## config.mk

```make
export PLATFORM = sky130hd
export DESIGN_NAME = alu_share_ctrl
export DESIGN_NICKNAME = d
export VERILOG_FILES = /design/src/rtl/alu_share_ctrl.sv
export SDC_FILE = /design/constraint.sdc
export NUM_CORES = 1
export LEC_CHECK = 0
export BUFFER_PORTS_ARGS = -buffer_cell sky130_fd_sc_hd__buf_2
export CORE_MARGIN = 3
export CORE_UTILIZATION = 40
export DETAILED_ROUTE_END_ITERATION = 8
export GPL_ROUTABILITY_DRIVEN = 0
export PLACE_DENSITY = 0.85
export SETUP_SLACK_MARGIN = 0.4
export SYNTH_ARGS = -nofsm -noshare
export SYNTH_HDL_FRONTEND = slang
export SYNTH_SLANG_ARGS = --single-unit
```

## constraint.sdc

```tcl
create_clock -name clk -period 5.5 [get_ports clk]
set_clock_uncertainty 0.15 [all_clocks]
set_input_delay 1.1 -clock clk [delete_from_list [all_inputs] [get_ports clk]]
set_output_delay 1.1 -clock clk [all_outputs]
set_load 0.01 [all_outputs]
```

## src/rtl/alu_share_ctrl.sv

```systemverilog
// alu_share_ctrl: round-robin sharing of one external ALU between two requesters, with a registered tagged response.
// Optional macro ALU_SHARE_OPCHK_EN flags opcodes above 3'b101 as errors and returns a zero result for them.
module alu_share_ctrl #(
  parameter int DATA_W = 32,
  parameter int CTRL_W = 3
) (
  input  logic              clk,
  input  logic              rst,
  input  logic              req0_valid,
  output logic              req0_ready,
  input  logic [DATA_W-1:0] req0_a,
  input  logic [DATA_W-1:0] req0_b,
  input  logic [CTRL_W-1:0] req0_op,
  input  logic              req1_valid,
  output logic              req1_ready,
  input  logic [DATA_W-1:0] req1_a,
  input  logic [DATA_W-1:0] req1_b,
  input  logic [CTRL_W-1:0] req1_op,
  output logic [DATA_W-1:0] alu_a,
  output logic [DATA_W-1:0] alu_b,
  output logic [CTRL_W-1:0] alu_op,
  input  logic [DATA_W-1:0] alu_result,
  input  logic              alu_zero,
  output logic              rsp_valid,
  input  logic              rsp_ready,
  output logic              rsp_id,
  output logic [DATA_W-1:0] rsp_result,
  output logic              rsp_zero,
  output logic              rsp_err
);
  typedef enum logic [1:0] {IDLE, EXEC, RESP} state_t;
  state_t state_q, state_d;
  logic last_grant_q, last_grant_d, id_q, id_d;
  logic [DATA_W-1:0] a_q, a_d, b_q, b_d, rsp_result_q, rsp_result_d;
  logic [CTRL_W-1:0] op_q, op_d;
  logic rsp_valid_q, rsp_valid_d, rsp_id_q, rsp_id_d, rsp_zero_q, rsp_zero_d, rsp_err_q, rsp_err_d;
  logic g0, g1, illegal;
  always_comb begin
`ifdef ALU_SHARE_OPCHK_EN
    illegal = op_q > CTRL_W'(5);
`else
    illegal = 1'b0;
`endif
    // last_grant_q=1 means requester 0 wins the next tie
    g0 = state_q == IDLE && !rst && req0_valid && (!req1_valid || last_grant_q);
    g1 = state_q == IDLE && !rst && req1_valid && (!req0_valid || !last_grant_q);
    state_d = state_q;
    last_grant_d = last_grant_q;
    id_d = id_q;
    a_d = a_q;
    b_d = b_q;
    op_d = op_q;
    rsp_valid_d = rsp_valid_q;
    rsp_id_d = rsp_id_q;
    rsp_result_d = rsp_result_q;
    rsp_zero_d = rsp_zero_q;
    rsp_err_d = rsp_err_q;
    case (state_q)
      IDLE: if (g0 || g1) begin
        a_d = g1 ? req1_a : req0_a;
        b_d = g1 ? req1_b : req0_b;
        op_d = g1 ? req1_op : req0_op;
        id_d = g1;
        last_grant_d = g1;
        state_d = EXEC;
      end
      EXEC: begin
        rsp_valid_d = 1'b1;
        rsp_id_d = id_q;
        rsp_result_d = illegal ? '0 : alu_result;
        rsp_zero_d = !illegal && alu_zero;
        rsp_err_d = illegal;
        state_d = RESP;
      end
      default: if (rsp_ready) begin
        rsp_valid_d = 1'b0;
        state_d = IDLE;
      end
    endcase
  end
  always_ff @(posedge clk or posedge rst) begin
    if (rst) begin
      state_q <= IDLE;
      last_grant_q <= 1'b1;
      id_q <= 1'b0;
      a_q <= '0;
      b_q <= '0;
      op_q <= '0;
      rsp_valid_q <= 1'b0;
      rsp_id_q <= 1'b0;
      rsp_result_q <= '0;
      rsp_zero_q <= 1'b0;
      rsp_err_q <= 1'b0;
    end else begin
      state_q <= state_d;
      last_grant_q <= last_grant_d;
      id_q <= id_d;
      a_q <= a_d;
      b_q <= b_d;
      op_q <= op_d;
      rsp_valid_q <= rsp_valid_d;
      rsp_id_q <= rsp_id_d;
      rsp_result_q <= rsp_result_d;
      rsp_zero_q <= rsp_zero_d;
      rsp_err_q <= rsp_err_d;
    end
  end
  assign req0_ready = g0;
  assign req1_ready = g1;
  assign alu_a = a_q;
  assign alu_b = b_q;
  assign alu_op = (state_q == EXEC && illegal) ? '0 : op_q;
  assign rsp_valid = rsp_valid_q;
  assign rsp_id = rsp_id_q;
  assign rsp_result = rsp_result_q;
  assign rsp_zero = rsp_zero_q;
  assign rsp_err = rsp_err_q;
endmodule

```

Word-level counts from Yosys, hierarchy flattened
Index checks and enable logic that the tools add are counted.

word-level totals
  register bits after elaboration = 106
  bits in latches = 0
  bits in writable memories = 0
  ROM bits = 0
  input port bits = 172
  logic and storage cells = 39
  memories kept = 0

cells by class
  $add $sub $neg = 0
  multipliers = 0
  div/mod/pow operators = 0
  $lt $le $gt $ge = 0
  equality and inequality tests = 2
  shifts and indexed selects = 0
  multiplexer cells = 8
  bitwise operators = 1
  reductions and logical operators = 18

operators by type and width
  cell                                                                   number
  32-bit two-way mux                                                     2
  2-bit AND reduction                                                    3
  1-bit logical AND                                                      5
  1-bit zero test                                                        4
  2-bit two-way mux                                                      2
  2-bit one-hot mux with 2 select lines                                  1
  1-bit logical OR                                                       3
  3-bit two-way mux                                                      1
  3-bit nonzero test                                                     1
  2-bit by 1-bit equality test with 1-bit output, second input constant  1
  2-bit zero test                                                        1
  2-bit by 1-bit != test with 1-bit output, second input constant        1
  1-bit one-hot mux with 2 select lines                                  1
  2-bit nonzero test                                                     1
  1-bit two-way mux                                                      1
  1-bit inverter                                                         1

Longest topological paths before layout
  depth after elaboration = 7
  depth in mapped cells = 7

Worst setup path before layout
Ideal clock, no wire load.

  kind = input-to-output
  from = input rst
  to = output req0_ready
  data arrival time = 3954 ps
  required time = 4250 ps
  path slack = 296 ps
  stages = 3
  path buffers = 0
  cells stage by stage = inv_1 > o2111ai_1 > inv_1

on the way
  longest elaborated chain between the ends = 4

ends and longest elaborated chain
  what                            line  RTL
  from (decl)                     8     input logic rst,
  1-bit zero test (no line)       -
  1-bit logical AND (3 in a row)  45    g0 = state_q == IDLE && !rst && req0_valid && (!req1_valid || last_grant_q);
  to (decl)                       10    output logic req0_ready,

Every way passes these cells.

Worst setup path in the final report
  from = input rst
  to = output req1_ready

on the way
  longest elaborated chain between the ends = 4

ends and longest elaborated chain
  what                            line  RTL
  1-bit zero test (no line)       -
  1-bit logical AND (3 in a row)  46    g1 = state_q == IDLE && !rst && req1_valid && (!req0_valid || !last_grant_q);
  to (decl)                       15    output logic req1_ready,

Every way passes these cells.

==> qor.yml <==
power_and_ir_drop:
  combinationalPowerShare_pct: 42.2
  swShare_pct: 39.1
  leakage_nw: 2.97
  cellInternalPower_mw: 2.13
  pwr-share-seq_pct: 39.8
  netSwitchingPower_mw: 1.37
  power_density_nw_per_um2: 535
  power_frac_clock_pct: 17.9
  vdd_drop_max_mv: 0.192
timing:
  worst_slew_pin_slew_ps: 922
  finalSetupViolCount: 0
  hold_viol: 0
  period_share_pct: 63.7
  hold_ws_ps: 344
  fin_setup_tns_ps: 0
  drv_slew: 0
  slew-limit-headroom_pct: 38.4
  min_period_ps: 3500
  rsz0062_at_grt: "false"
  fmax_ghz: 0.285
final_layout:
  diodes: 0
  nets: 897
  multiInputGateArea_um2: 1950
  final_area_um2: 6540
  seq_area_um2: 2650
  fin_util_pct: 56.1
  area_growth_pct: 34.1
  n_fill_cell: 1045
  drive_above_1_share_pct: 47.0
global_routing:
  grt_pass1_vias: 4345
  grt_pass1_wl_um: 21200
  antenna_found_initial: 0
  grt_overflow: 0
  track_usage_pct: 19.4
  grt_start_max_net_pins: 87
die:
  pin_count: 277
  core_area_um2: 11700
  core.rowCount: 39
  dieArea_um2: 13600
  die_height_um: 116
  die_w_um: 116
  initial_core_util_pct: 41.8
critical_path:
  worstRegToRegCells: 5
  cp_max_fo: 68
  setup.worst_path.start_class: "input pin"
  crit_cells: 4
  cp_cell_sequence: "buf_2 -> or3_4 -> nor2_1 -> buf_2"
  cpMostUsedCell: "buf_2"
  setup.worst_path.end: "req1_ready"
  required_ps: 4250
  r2r-start: "state_q[1]$_DFFE_PP0P_"
  path_buf_inv: 2
  max_stage_delay_ps: 570
  crit_path_end_kind: "output pin"
  worstSetupPathType: "in -> out"
  startpoint: "rst"
  worst-r2r-setup-slack_ps: 2810
  cpMaxStageDelayCell: "or3_4"
  rr_endpoint: "alu_a[30]$_DFFE_PP0P_"
  crit_family: "simple AND/OR/NAND/NOR gates"
  crit_arrival_ps: 2250
clock_tree:
  clock-sinks: 106
  tritoncts.num_buffers: 9
  post_cts_buffers: 0
  cts_hold_buffers: 0
  clk_latency_ps: 340
  htree_levels: 3
  clockBufferDepth: 2
  cts_tree: "done"
  ctsResizeCount: 0
  root_buffer: "clkbuf_16"
  cts.clk_slew.worst_paths_ps: 80
status:
  outcome: "complete, no violations"
logic_synthesis:
  yosys-top-cells-area: "dfrtp_1, a31oi_1, mux2_2, a21oi_1, nand3_1"
  yosysWarnings: 0
  syn-num-nets: 658
  synth_top_area_share_pct: 53.9
  ys_ff_latch: 106
  synth_area_um2: 4880
  synth_cell_types: 27
  ys_seq_area_share_pct: 54.4
  syn_inst: 486
  synth_area_leader_cell: "dfrtp_1"
  synth.avg_cell_area_um2: 10.0
placed_design:
  dpl-instance-area_um2: 6240
  portBuffers: 275
  hpwl_um: 9980
route:
  first_pass_iters: 5
  drt_iter0_drc: 490
  finalWirelength_um: 14300
  wl_per_cell_um: 16.4
  ant_nets: 0
  drc: 0
  drt-vias-per-instance: 5.55
  vias: 4844
flow_run:
  drv_cap: 0
min_path:
  hp-class: "reg -> reg"
-- cells in the mapped netlist (all sizes together) --
cell type	number
dfrtp	105
a21oi	68
a31oi	67
nand3	67
o21ai	67
mux2	34
buf	28
clkbuf	28
inv	4
nor2	3
a21o	2
a21bo	1
a21boi	1
and2	1
conb	1
dfstp	1
nand2	1
nor2b	1
nor3	1
o2111ai	1
o21bai	1
o22ai	1
or2	1
or3	1
-- kinds of logic (layout without fill, tap and decap cells) --
logic type / count (synthesis) / count (layout) / synth area share [%]
muxes: 34 / 34 / 7.85
AOI/OAI and AO/OA: 209 / 209 / 23.6
buffers and inverters: 60 / 304 / 5.95
and+or+nand+nor: 76 / 76 / 8.13
other: 1 / 1 / 0.0769
DFF: 106 / 106 / 54.4
-- sequential cells by signal, indices dropped and copies added (netlist names) --
register,count
last_grant_q,1
rsp_id,1
rsp_zero,1
alu_b,32
rsp_result,32
state_q,2
id_q,1
rsp_valid,1
alu_a,32
alu_op,3
-- cells in the final DEF (no fill, tap or decap), drive strengths merged, types with 3 or more instances in the layout --
cell type and n:
buf 284, dfrtp 105, a21oi 68, nand3 67, a31oi 67, o21ai 67
mux2 34, clkbuf 9, inv 6, nor2 3, clkinvlp 3
-- area by class of cell --
class                   count  area share [%]
clock inverters             7            1.09
multi-input cells         320            29.8
flip-flops and latches    106            40.6
inverters                   4           0.287
repair buffers            284            22.1
well taps                 143            2.74
clock buffers               9            3.44
-- power by group through the flow --
| stage | registers (mW) | clock network (mW) | logic (mW) |
|---|---|---|---|
| 5_1_grt | 1.44 | 0.676 | 1.63 |
| 2_1_floorplan | 1.57 | 0 | 0.725 |
| 3_3_place_gp | 1.38 | 0 | 1.46 |
| 4_1_cts | 1.39 | 0.645 | 1.50 |
| 3_5_place_dp | 1.40 | 0 | 1.50 |
| 6_report | 1.39 | 0.628 | 1.48 |
-- metrics by stage --
stage / worst slack [ps] / instances / power, mW
after floorplan: 1010 / 486 / 2.29
final: 2000 / 873 / 3.50
after global placement: 1990 / 857 / 2.85
after detailed placement: 1980 / 857 / 2.90
after global routing: 1930 / 873 / 3.75
after CTS: 1980 / 873 / 3.53
-- per-layer routing --
layer	vias up	track usage (%)	part of all wire, %
met4	0	6.65	2.1
met1	2280	24.7	41
met5	-	0	0
li1	2281	-	-
met2	257	33.4	50
met3	26	3.11	7.4
-- worst min path at each step --
stage / start / to / slack, ps / cells after the start
floorplan: id_q$_DFFE_PP0P_ / id_q$_DFFE_PP0P_ / 290 / 1
global placement: id_q$_DFFE_PP0P_ / id_q$_DFFE_PP0P_ / 320 / 1
detailed placement: id_q$_DFFE_PP0P_ / id_q$_DFFE_PP0P_ / 330 / 1
CTS: id_q$_DFFE_PP0P_ / id_q$_DFFE_PP0P_ / 340 / 1
global route: rsp_result[10]$_DFFE_PP0P_ / rsp_result[10]$_DFFE_PP0P_ / 370 / 1
finish: id_q$_DFFE_PP0P_ / id_q$_DFFE_PP0P_ / 340 / 1
Power figures use the tool's default switching activity.
